===== src/rtl/uart_baud_gen.sv =====
// rtl/uart_baud_gen.sv - fractional-N UART baud tick generator (rx oversample tick + tx bit tick)
//
// Optional feature macro: UART_BAUD_FRAC_EN (fractional divisor accumulator).
//
// Ports:
//   clk       in   single clock
//   rst       in   asynchronous active-low reset
//   en        in   tick generation enable; low holds the counters at zero
//   resync    in   receiver start-bit realign; zeroes counters, suppresses the tick
//   div_wr    in   divisor write strobe
//   div_int   in   clk cycles per rx tick, integer part (must be >= 2)
//   div_frac  in   fractional part in units of 2^-FRAC_W (ignored without the macro)
//   rx_tick   out  1-cycle pulse at OVERSAMPLE x baud
//   tx_tick   out  1-cycle pulse at baud, coincident with every OVERSAMPLE-th rx_tick
//   div_pend  out  an accepted divisor is waiting for the next period boundary
//   div_err   out  1-cycle pulse after a rejected divisor write
`timescale 1ns/1ps

module uart_baud_gen #(
    parameter int CLK_HZ     = 50000000,
    parameter int BAUD       = 9600,
    parameter int OVERSAMPLE = 16,
    parameter int DIV_W      = 16,
    parameter int FRAC_W     = 4
) (
    input  logic              clk,
    input  logic              rst,
    input  logic              en,
    input  logic              resync,
    input  logic              div_wr,
    input  logic [DIV_W-1:0]  div_int,
    input  logic [FRAC_W-1:0] div_frac,
    output logic              rx_tick,
    output logic              tx_tick,
    output logic              div_pend,
    output logic              div_err
);

    localparam int OS_W = (OVERSAMPLE > 2) ? $clog2(OVERSAMPLE) : 1;
    localparam logic [OS_W-1:0] OS_LAST = OS_W'(OVERSAMPLE - 1);

    localparam longint unsigned CLK_L   = 64'(CLK_HZ);
    localparam longint unsigned TICK_HZ = 64'(BAUD) * 64'(OVERSAMPLE);
    localparam logic [DIV_W-1:0] RST_INT = DIV_W'(CLK_L / TICK_HZ);

    logic [DIV_W-1:0] a_int;
    logic [DIV_W-1:0] p_int;
    logic [DIV_W-1:0] cnt;
    logic [OS_W-1:0]  os;
    logic             carry;
    logic [DIV_W:0]   last;
    logic             wrap;
    logic             wr_ok;
    logic             apply;

`ifdef UART_BAUD_FRAC_EN
    // Fixed-point reset divisor; truncation to FRAC_W bits keeps only the fraction.
    localparam logic [FRAC_W-1:0] RST_FRAC = FRAC_W'((CLK_L << FRAC_W) / TICK_HZ);

    logic [FRAC_W-1:0] a_frac;
    logic [FRAC_W-1:0] p_frac;
    logic [FRAC_W-1:0] acc;
    logic [FRAC_W:0]   acc_sum;

    // The period is stretched by one cycle whenever the fraction accumulator wraps.
    assign acc_sum = {1'b0, acc} + {1'b0, a_frac};
    assign carry   = acc_sum[FRAC_W];
`else
    logic unused_frac;

    assign carry       = 1'b0;
    assign unused_frac = ^div_frac;
`endif

    // Terminal count P-1, computed one bit wider so P = 2^DIV_W cannot alias.
    assign last  = {1'b0, a_int} + {{DIV_W{1'b0}}, carry} - (DIV_W + 1)'(1);
    assign wrap  = ({1'b0, cnt} == last);
    assign wr_ok = div_wr && (div_int >= DIV_W'(2));
    // A new divisor only takes effect on a period boundary or while counting is
    // stopped, so a period is never cut short or doubled.
    assign apply = div_pend && (!en || resync || wrap);

    always_ff @(posedge clk or negedge rst) begin
        if (!rst) begin
            cnt      <= '0;
            os       <= '0;
            rx_tick  <= 1'b0;
            tx_tick  <= 1'b0;
            div_pend <= 1'b0;
            div_err  <= 1'b0;
            a_int    <= RST_INT;
            p_int    <= '0;
        end else begin
            rx_tick <= 1'b0;
            tx_tick <= 1'b0;
            div_err <= div_wr && !wr_ok;

            if (!en || resync) begin
                cnt <= '0;
                os  <= '0;
            end else if (wrap) begin
                cnt     <= '0;
                rx_tick <= 1'b1;
                tx_tick <= (os == OS_LAST);
                os      <= (os == OS_LAST) ? '0 : os + OS_W'(1);
            end else begin
                cnt <= cnt + DIV_W'(1);
            end

            if (apply) begin
                a_int <= p_int;
            end
            if (wr_ok) begin
                p_int <= div_int;
            end
            // A write coinciding with an apply becomes the next pending value.
            div_pend <= wr_ok || (div_pend && !apply);
        end
    end

`ifdef UART_BAUD_FRAC_EN
    always_ff @(posedge clk or negedge rst) begin
        if (!rst) begin
            acc    <= '0;
            a_frac <= RST_FRAC;
            p_frac <= '0;
        end else begin
            if (!en || resync || apply) begin
                acc <= '0;
            end else if (wrap) begin
                acc <= acc_sum[FRAC_W-1:0];
            end
            if (apply) begin
                a_frac <= p_frac;
            end
            if (wr_ok) begin
                p_frac <= div_frac;
            end
        end
    end
`endif

endmodule

===== config.mk =====
export PLATFORM = sky130hd
export DESIGN_NAME = uart_baud_gen
export DESIGN_NICKNAME = d
export VERILOG_FILES = /design/src/rtl/uart_baud_gen.sv
export SDC_FILE = /design/constraint.sdc
export NUM_CORES = 1
export LEC_CHECK = 0
export CAP_MARGIN = 10
export CORE_ASPECT_RATIO = 0.7
export CORE_MARGIN = 5
export CORE_UTILIZATION = 60
export CTS_CLUSTER_SIZE = 8
export DETAILED_ROUTE_END_ITERATION = 16
export HOLD_SLACK_MARGIN = 0.03
export PLACE_DENSITY = 0.82
export SLEW_MARGIN = 20
export SYNTH_ARGS = -nofsm -noshare
export SYNTH_HDL_FRONTEND = slang
export SYNTH_SLANG_ARGS = --single-unit

===== constraint.sdc =====
create_clock -name clk -period 5.41 [get_ports clk]
set_clock_uncertainty 0.05 [all_clocks]
set_input_delay 0.8115 -clock clk [delete_from_list [all_inputs] [get_ports clk]]
set_output_delay 0.8115 -clock clk [all_outputs]
set_load 0.1 [all_outputs]

==> results.md, run 1 <==
- Worst hold path class: flip-flop to flip-flop
- Synth warn: 0
- CTS tree: yes
- Area grow syn2layout: 11.0%
- Highest routed layer: met4
- Worst setup margin: 1.43 ns
- Post-route cell area: between 3000 and 4000 um2
- Metal-1 WL: 3.59 mm
- Gr usage total: 0.235
- Clk Latency, worst-skew pair: roughly 0.32 ns
- Largest net degree at the start of global routing: 57
- Vias in the first global route: 2909
- WS Path Type: flip-flop to flip-flop
- Setup crit end kind: flip-flop
- Area of the core: between 5000 and 6000 um2
- Maximum VDD drop: 128 uV
- Top Ports: 29
- Max clock buf depth: 2
- Worst Setup SP: a_int[1]$_DFFE_PN0P_
- Outcome: finished, final reports clean
- Crit path time final: 3.98 ns
- Yosys reg bits: 56
- Port bufs: 24
- Seq/Total Area, Yosys: 0.412
- Final TNS setup: 0 ns
- Post-DP Area: 3660 um2
- Root Buffer: clkbuf_8
- Period utilization: 0.736
- Avg Vias per Cell: 6.45
- Number of placement rows: 23
- # Max-Cap Violations: 0
- DRC: 0
- Layout Nets: 400
- Mapped cell area: approximately 3400 um2
- Final hold vios: 0
- Reg2Reg Launch Point: a_int[1]$_DFFE_PN0P_
- Diode count: 0
- Grt total ovfl: 0
- Detailed Route WL: around 8 mm
- Die W: 100 um
- CTS Sinks: 56
- Max-slew violations: 0
- Initial antenna violation count: 0
- Max Fclk: 0.251 GHz
- Die H: 73.1 um
- # setup viols final: 0
- Ys flop type: dfrtp_1
- Syn nets: 391
- Total CTS buffers: 5
- Post-synth cell types: between 40 and 50
- Hold path startpoint: p_int[6]$_DFFE_PN0P_
- Gpl congestion: 0.848
- Core Util, Final: 0.676
- Synth async-reset ratio: 1.00
- Die area: 7330 um2
- Hold Slack: between 0.4 and 0.5 ns
- Syn Inst Count: 363
- HPWL Detailed: 5.44 mm
- Total Power: around 1.1 mW
- WL/cell: 17.6 um
- Arrival @ worst endpoint: 4.09 ns
- Metal3 WL: 427 um
- First-pass GRT wire length: 14.0 mm
- DRT iter0 DRCs: about 260
- Placed insts: 440
- DR pass1 iterations: 5
- Post-CTS Resized: 0
- Routed vias: 2890
- WP data required: 5.52 ns
- Share of cells above drive strength 1: 0.110
- H-tree levels: 2
- Post-CTS Setup Inserts: 0
- Non-Filler Instances: 448
- Max-Slew Margin vs Limit: 0.227
- Post-CTS Hold Buffers: 0
- Syn avg cell area: 9.41 um2
- RSZ-0062 raised after global routing: no
- Met2 Routed Length: roughly 3.8 mm
- Power per cell area: roughly 300 nW/um2
- Antenna-violating nets left: 0
- Post-place setup slack: 1.56 ns
- Slew @ Worst Pin: 1.16 ns
- CP max FO: 22
- Starting density of the core: 0.609
- CTS clk-pin slew, worst paths: approximately 0.10 ns
- EDFF count, synth: 0
- Pleak: 1.49 nW
- Worst Setup Start Kind: flip-flop
-- power by group --
group | total, mW | leakage, nW | switching [mW] | internal, mW
Sequential | 0.530 | 0.699 | 0.0661 | 0.464
Combinational | 0.271 | 0.729 | 0.153 | 0.118
Clock | 0.330 | 0.0654 | 0.145 | 0.185
-- critical path: stages (launching register included) --
cell and delay, ns:
dfrtp_1 0.46, inv_1 0.13, ha_1 0.33, nor4b_4 0.42, nand4_1 0.30, or4_1 0.55
o211ai_2 0.18, o211ai_2 0.11, buf_4 0.23, nor2_1 0.90, o311ai_1 0.16
-- routing by layer --
layer | vias up | track usage
met5 | - | 0
met4 | 0 | 0.0717
met3 | 15 | 0.0401
met2 | 109 | 0.376
met1 | 1409 | 0.330
li1 | 1357 | -
-- cells by family (layout without fill, tap and decap cells) --
family,Yosys count,after routing,synth area share
DFF,56,56,0.412
and+or+nand+nor,132,132,0.210
xor gates and xnor gates,34,34,0.0912
muxes,19,19,0.0615
AOI/OAI and AO/OA,71,71,0.154
adders and majority gates,3,3,0.0110
buffers and inverters,48,58,0.0608
-- synthesized netlist by cell type (all sizes together), types with 2 or more instances --
| cell type | number | area (um2) |
|---|---|---|
| and3 | 5 | 31.3 |
| dfstp | 4 | 105 |
| nand4 | 10 | 62.6 |
| or4 | 17 | 128 |
| dfrtp | 52 | 1300 |
| o21bai | 2 | 15.0 |
| a31oi | 18 | 113 |
| nor3 | 9 | 50.1 |
| nand2 | 32 | 120 |
| o311ai | 18 | 158 |
| mux2i | 3 | 30.0 |
| mux2 | 16 | 180 |
| xnor2 | 17 | 149 |
| o31ai | 2 | 28.8 |
| ha | 3 | 37.5 |
| nor2b | 3 | 18.8 |
| and2 | 3 | 18.8 |
| o22ai | 16 | 100 |
| o211ai | 2 | 25.0 |
| nand2b | 5 | 31.3 |
| a21oi | 6 | 30.0 |
| o2111ai | 2 | 17.5 |
| nor2 | 25 | 93.8 |
| clkbuf | 21 | 80.1 |
| inv | 21 | 78.8 |
| nand3 | 6 | 30.0 |
| o21ai | 2 | 10.0 |
| xor2 | 16 | 140 |
| nor4 | 9 | 56.3 |
| buf | 6 | 48.8 |
-- registers in the layout (all words and copies together), names as in the netlist --
| signal | count |
|---|---|
| a_int | 16 |
| cnt | 16 |
| p_int | 16 |
| os | 4 |
| div_err | 1 |
| div_pend | 1 |
| rx_tick | 1 |
| tx_tick | 1 |
-- path summary, 6_finish.rpt --
| path | endpoint | slack, ns | cells after the start |
|---|---|---|---|
| max | a_int[5]$_DFFE_PN0P_ | 1.43 | 10 |
| max reg2reg | a_int[5]$_DFFE_PN0P_ | 1.43 | 10 |
| min | p_int[6]$_DFFE_PN0P_ | 0.46 | 1 |
| min in group asynchronous | p_int[15]$_DFFE_PN0P_ | 0.56 | 2 |
| max in group asynchronous | cnt[6]$_DFF_PN0_ | 4.27 | 2 |
| min reg2reg | p_int[6]$_DFFE_PN0P_ | 0.46 | 1 |
-- cell usage in the layout, fill, tap and decap left out, drive strengths merged, types with 2 or more instances in the layout --
cell type / synthesis / routed
nand2: 32 / 32
bufinv: 0 / 2
clkbuf: 21 / 6
nand2b: 5 / 5
or4: 17 / 17
o21bai: 2 / 2
nor3: 9 / 9
nor2b: 3 / 3
a21oi: 6 / 6
o211ai: 2 / 2
inv: 21 / 21
a31oi: 18 / 18
mux2i: 3 / 3
and3: 5 / 5
o2111ai: 2 / 2
clkdlybuf4s50: 0 / 23
ha: 3 / 3
xnor2: 17 / 17
o311ai: 18 / 18
mux2: 16 / 16
o21ai: 2 / 2
buf: 6 / 6
xor2: 16 / 16
nor2: 25 / 25
and2: 3 / 3
dfstp: 4 / 4
dfrtp: 52 / 52
o22ai: 16 / 16
nand3: 6 / 6
nor4: 9 / 9
nand4: 10 / 10
o31ai: 2 / 2
-- layout make-up --
type | instances | area, um2
clock buffer | 6 | 72.6
clock inverter | 2 | 60.1
fill | 441 | 1820
inverter | 21 | 78.8
multi-input combinational | 259 | 1810
sequential | 56 | 1410
tap | 75 | 93.8
timing repair buffer | 29 | 273
No activity file was read; power rests on OpenSTA's default activity.
==> run 2, diff against run 1 <==
--- a/config.mk
+++ b/config.mk
@@ -8,11 +8,11 @@
 export CAP_MARGIN = 10
 export CORE_ASPECT_RATIO = 0.7
 export CORE_MARGIN = 5
-export CORE_UTILIZATION = 60
+export CORE_UTILIZATION = 58
 export CTS_CLUSTER_SIZE = 8
 export DETAILED_ROUTE_END_ITERATION = 16
 export HOLD_SLACK_MARGIN = 0.03
-export PLACE_DENSITY = 0.82
+export PLACE_DENSITY = 0.8
 export SLEW_MARGIN = 20
 export SYNTH_ARGS = -nofsm -noshare
 export SYNTH_HDL_FRONTEND = slang
==> constraint.sdc (replaced) <==
create_clock -name clk -period 3.7 [get_ports clk]
set_clock_uncertainty 0.05 [all_clocks]
set_input_delay 0.555 -clock clk [delete_from_list [all_inputs] [get_ports clk]]
set_output_delay 0.555 -clock clk [all_outputs]
set_load 0.1 [all_outputs]
==> run 2 against run 1 <==
Net effect:
- via count fell by 0.90%
- final area up 0.82%
- register-to-register slack lost 1.2 ns
- hold slack got worse by 0.32 ns
- power rose by 41%
- sequential power is 46% higher
- sequential cell count is the same
- clock power increased by 26%
- global-route usage decreased by 0.85 points
- sequential share of layout area decreased by 0.30 points
- final cell count grew 1.1%
- critical path type unchanged
==> results.md, run 2 (synthesis gave the netlist of run 1 again) <==
- Outcome: finished, final reports clean
- WS Path Type: flip-flop to flip-flop
- HPWL Detailed: 5.67 mm (+4.3%)
- Slowest stage delay, CP: 0.55 ns (-0.35 ns)
- Final TNS setup: 0 ns (unchanged)
- Setup crit end kind: flip-flop
- Post-CTS Setup Inserts: 0 (unchanged)
- Gpl congestion: 0.843 (-0.67%)
- Register area: 1410 um2 (unchanged)
- Max-slew violations: 0 (unchanged)
- Stages on worst setup path: 10 (unchanged)
- Number of placement rows: 23 (unchanged)
- CTS tree: yes
- Maximum VDD drop: 277 uV (+120%)
- Largest delay share family, worst path: simple AND/OR/NAND/NOR gates
- WL/cell: 17.4 um (-1.1%)
- Slew @ Worst Pin: 0.975 ns (-0.180 ns)
- Pleak: 1.52 nW (+1.6%)
- Post-CTS Hold Buffers: 0 (unchanged)
- Diode count: 0 (unchanged)
- Avg Vias per Cell: 6.32 (-2.0%)
- Most frequent cells in the layout: dfrtp_1 (52), nand2_1 (32), nor2_1 (25)
- Highest routed layer: met4
- Met2 Routed Length: 3.75 mm (-0.27%)
- Root Buffer: clkbuf_8
- CTS clk-pin slew, worst paths: 0.11 ns (about the same)
- Post-route cell area: 3820 um2 (+0.82%)
- Die area: 7550 um2 (+3.0%)
- CP bufs+invs: 2 (unchanged)
- WP data required: 3.85 ns (-1.67 ns)
- Reg2Reg Launch Point: a_int[1]$_DFFE_PN0P_
- DRC: 0 (unchanged)
- Layout Nets: 405 (+1.3%)
- Final hold vios: 0 (unchanged)
- Gr usage total: 0.226 (-0.00854)
- Post-DP Area: 3710 um2 (+1.3%)
- Share of cells above drive strength 1: 0.127 (+0.0171)
- Antenna-violating nets left: 0 (unchanged)
- Worst Setup SP: a_int[1]$_DFFE_PN0P_
- CTS Sinks: 56 (unchanged)
- Most common cell after layout, fill and taps aside: dfrtp_1
- Total CTS buffers: 5 (unchanged)
- Largest net degree at the start of global routing: 41 (-28%)
- Crit path time final: 3.43 ns (-0.546 ns)
- Core Util, Final: 0.668 (-0.00813)
- Detailed Route WL: 7.88 mm (about the same)
- Starting density of the core: 0.597 (-0.0122)
- Max-Slew Margin vs Limit: 0.348 (+0.121)
- Vias in the first global route: 2830 (-2.7%)
- R2R depth: 10 (unchanged)
- DR pass1 iterations: 4 (-1)
- Max clock buf depth: 2 (unchanged)
- Max Fclk: 0.291 GHz (+16%)
- CP max stage cell: or4_1
- Layout filler cell count: 453 (+2.7%)
- Metal-1 WL: 3.65 mm (+1.8%)
- Post-CTS Resized: 0 (unchanged)
- Worst hold path class: input pin to async pin
- Top Ports: 29 (unchanged)
- Area grow syn2layout: 11.9%
- # setup viols final: 0 (unchanged)
- Die H: 74.2 um (+1.5%)
- Initial antenna violation count: 0 (unchanged)
- Area of the core: 5730 um2 (+2.1%)
- Power per cell area: 417 nW/um2 (+40%)
- H-tree levels: 2 (unchanged)
- Clk Latency, worst-skew pair: 0.32 ns (about the same)
- RSZ-0062 raised after global routing: no
- Metal3 WL: 361 um (-15%)
- Port bufs: 24 (unchanged)
- DRT iter0 DRCs: 225 (-14%)
- Grt total ovfl: 0 (unchanged)
- Worst Setup Start Kind: flip-flop
- Arrival @ worst endpoint: 3.59 ns (-0.50 ns)
- Period utilization: 0.928 (+0.192)
- First-pass GRT wire length: 13.6 mm (-2.9%)
- Die W: 102 um (+1.5%)
- # Max-Cap Violations: 0 (unchanged)
- Hold Slack: 0.143 ns (-0.322 ns)
- Area occupied by multi-input gates: 1810 um2 (unchanged)
- CP max FO: 22 (unchanged)
- Cells along the critical path: inv_1 > ha_1 > nor4b_4 > nand4_1 > or4_1 > o211ai_2 > o211ai_2 > buf_4 > or4_1 > o311ai_1
- Biggest regs: a_int: 16 flops, cnt: 16 flops, p_int: 16 flops
- Routed vias: 2864 (-0.90%)
run 2: worst paths after layout:
| path | slack, ns | to |
|---|---|---|
| min in group clk | 0.47 | p_int[3]$_DFFE_PN0P_ |
| max | 0.27 | a_int[10]$_DFFE_PN0P_ |
| max in group asynchronous | 2.59 | a_int[2]$_DFFE_PN1P_ |
| min | 0.14 | a_int[15]$_DFFE_PN0P_ |
| max reg2reg | 0.27 | a_int[10]$_DFFE_PN0P_ |
| min reg2reg | 0.47 | p_int[3]$_DFFE_PN0P_ |
run 2: stage by stage:
stage / setup slack (ns) / std cells / total power, mW
final: 0.266 / 453 / 1.60
after global routing: 0.0217 / 453 / 1.68
after CTS: 0.277 / 453 / 1.60
after detailed placement: 0.285 / 445 / 1.19
after global placement: 0.405 / 445 / 1.16
after floorplan: 0.601 / 363 / 1.07
run 2: area by class of cell:
| class | instances | share of cell area |
|---|---|---|
| tap | 75 | 0.0245 |
| sequential | 56 | 0.368 |
| multi-input combinational | 259 | 0.473 |
| inverter | 21 | 0.0206 |
| clock buffer | 5 | 0.0180 |
| timing repair buffer | 34 | 0.0837 |
| clock inverter | 3 | 0.0124 |
run 2: per-layer routing:
layer / vias to the layer above / track usage
li1: 1370 / -
met1: 1408 / 0.315
met2: 72 / 0.372
met3: 14 / 0.0469
met4: 0 / 0.0457
met5: - / 0
run 2: power breakdown:
group / switching (mW) / leakage, nW / total (mW) / internal (mW)
clock network: 0.211 / 0.0583 / 0.415 / 0.204
registers: 0.0962 / 0.699 / 0.775 / 0.678
logic: 0.228 / 0.760 / 0.406 / 0.178
run 2: worst reg2reg max path, delay by kind of cell, from the launching register on:
kind	cells	cell delay, ns
AOI/OAI and AO/OA	3	0.41
adders and majority gates	1	0.32
buffers and inverters	2	0.35
DFF	1	0.45
and+or+nand+nor	4	1.75
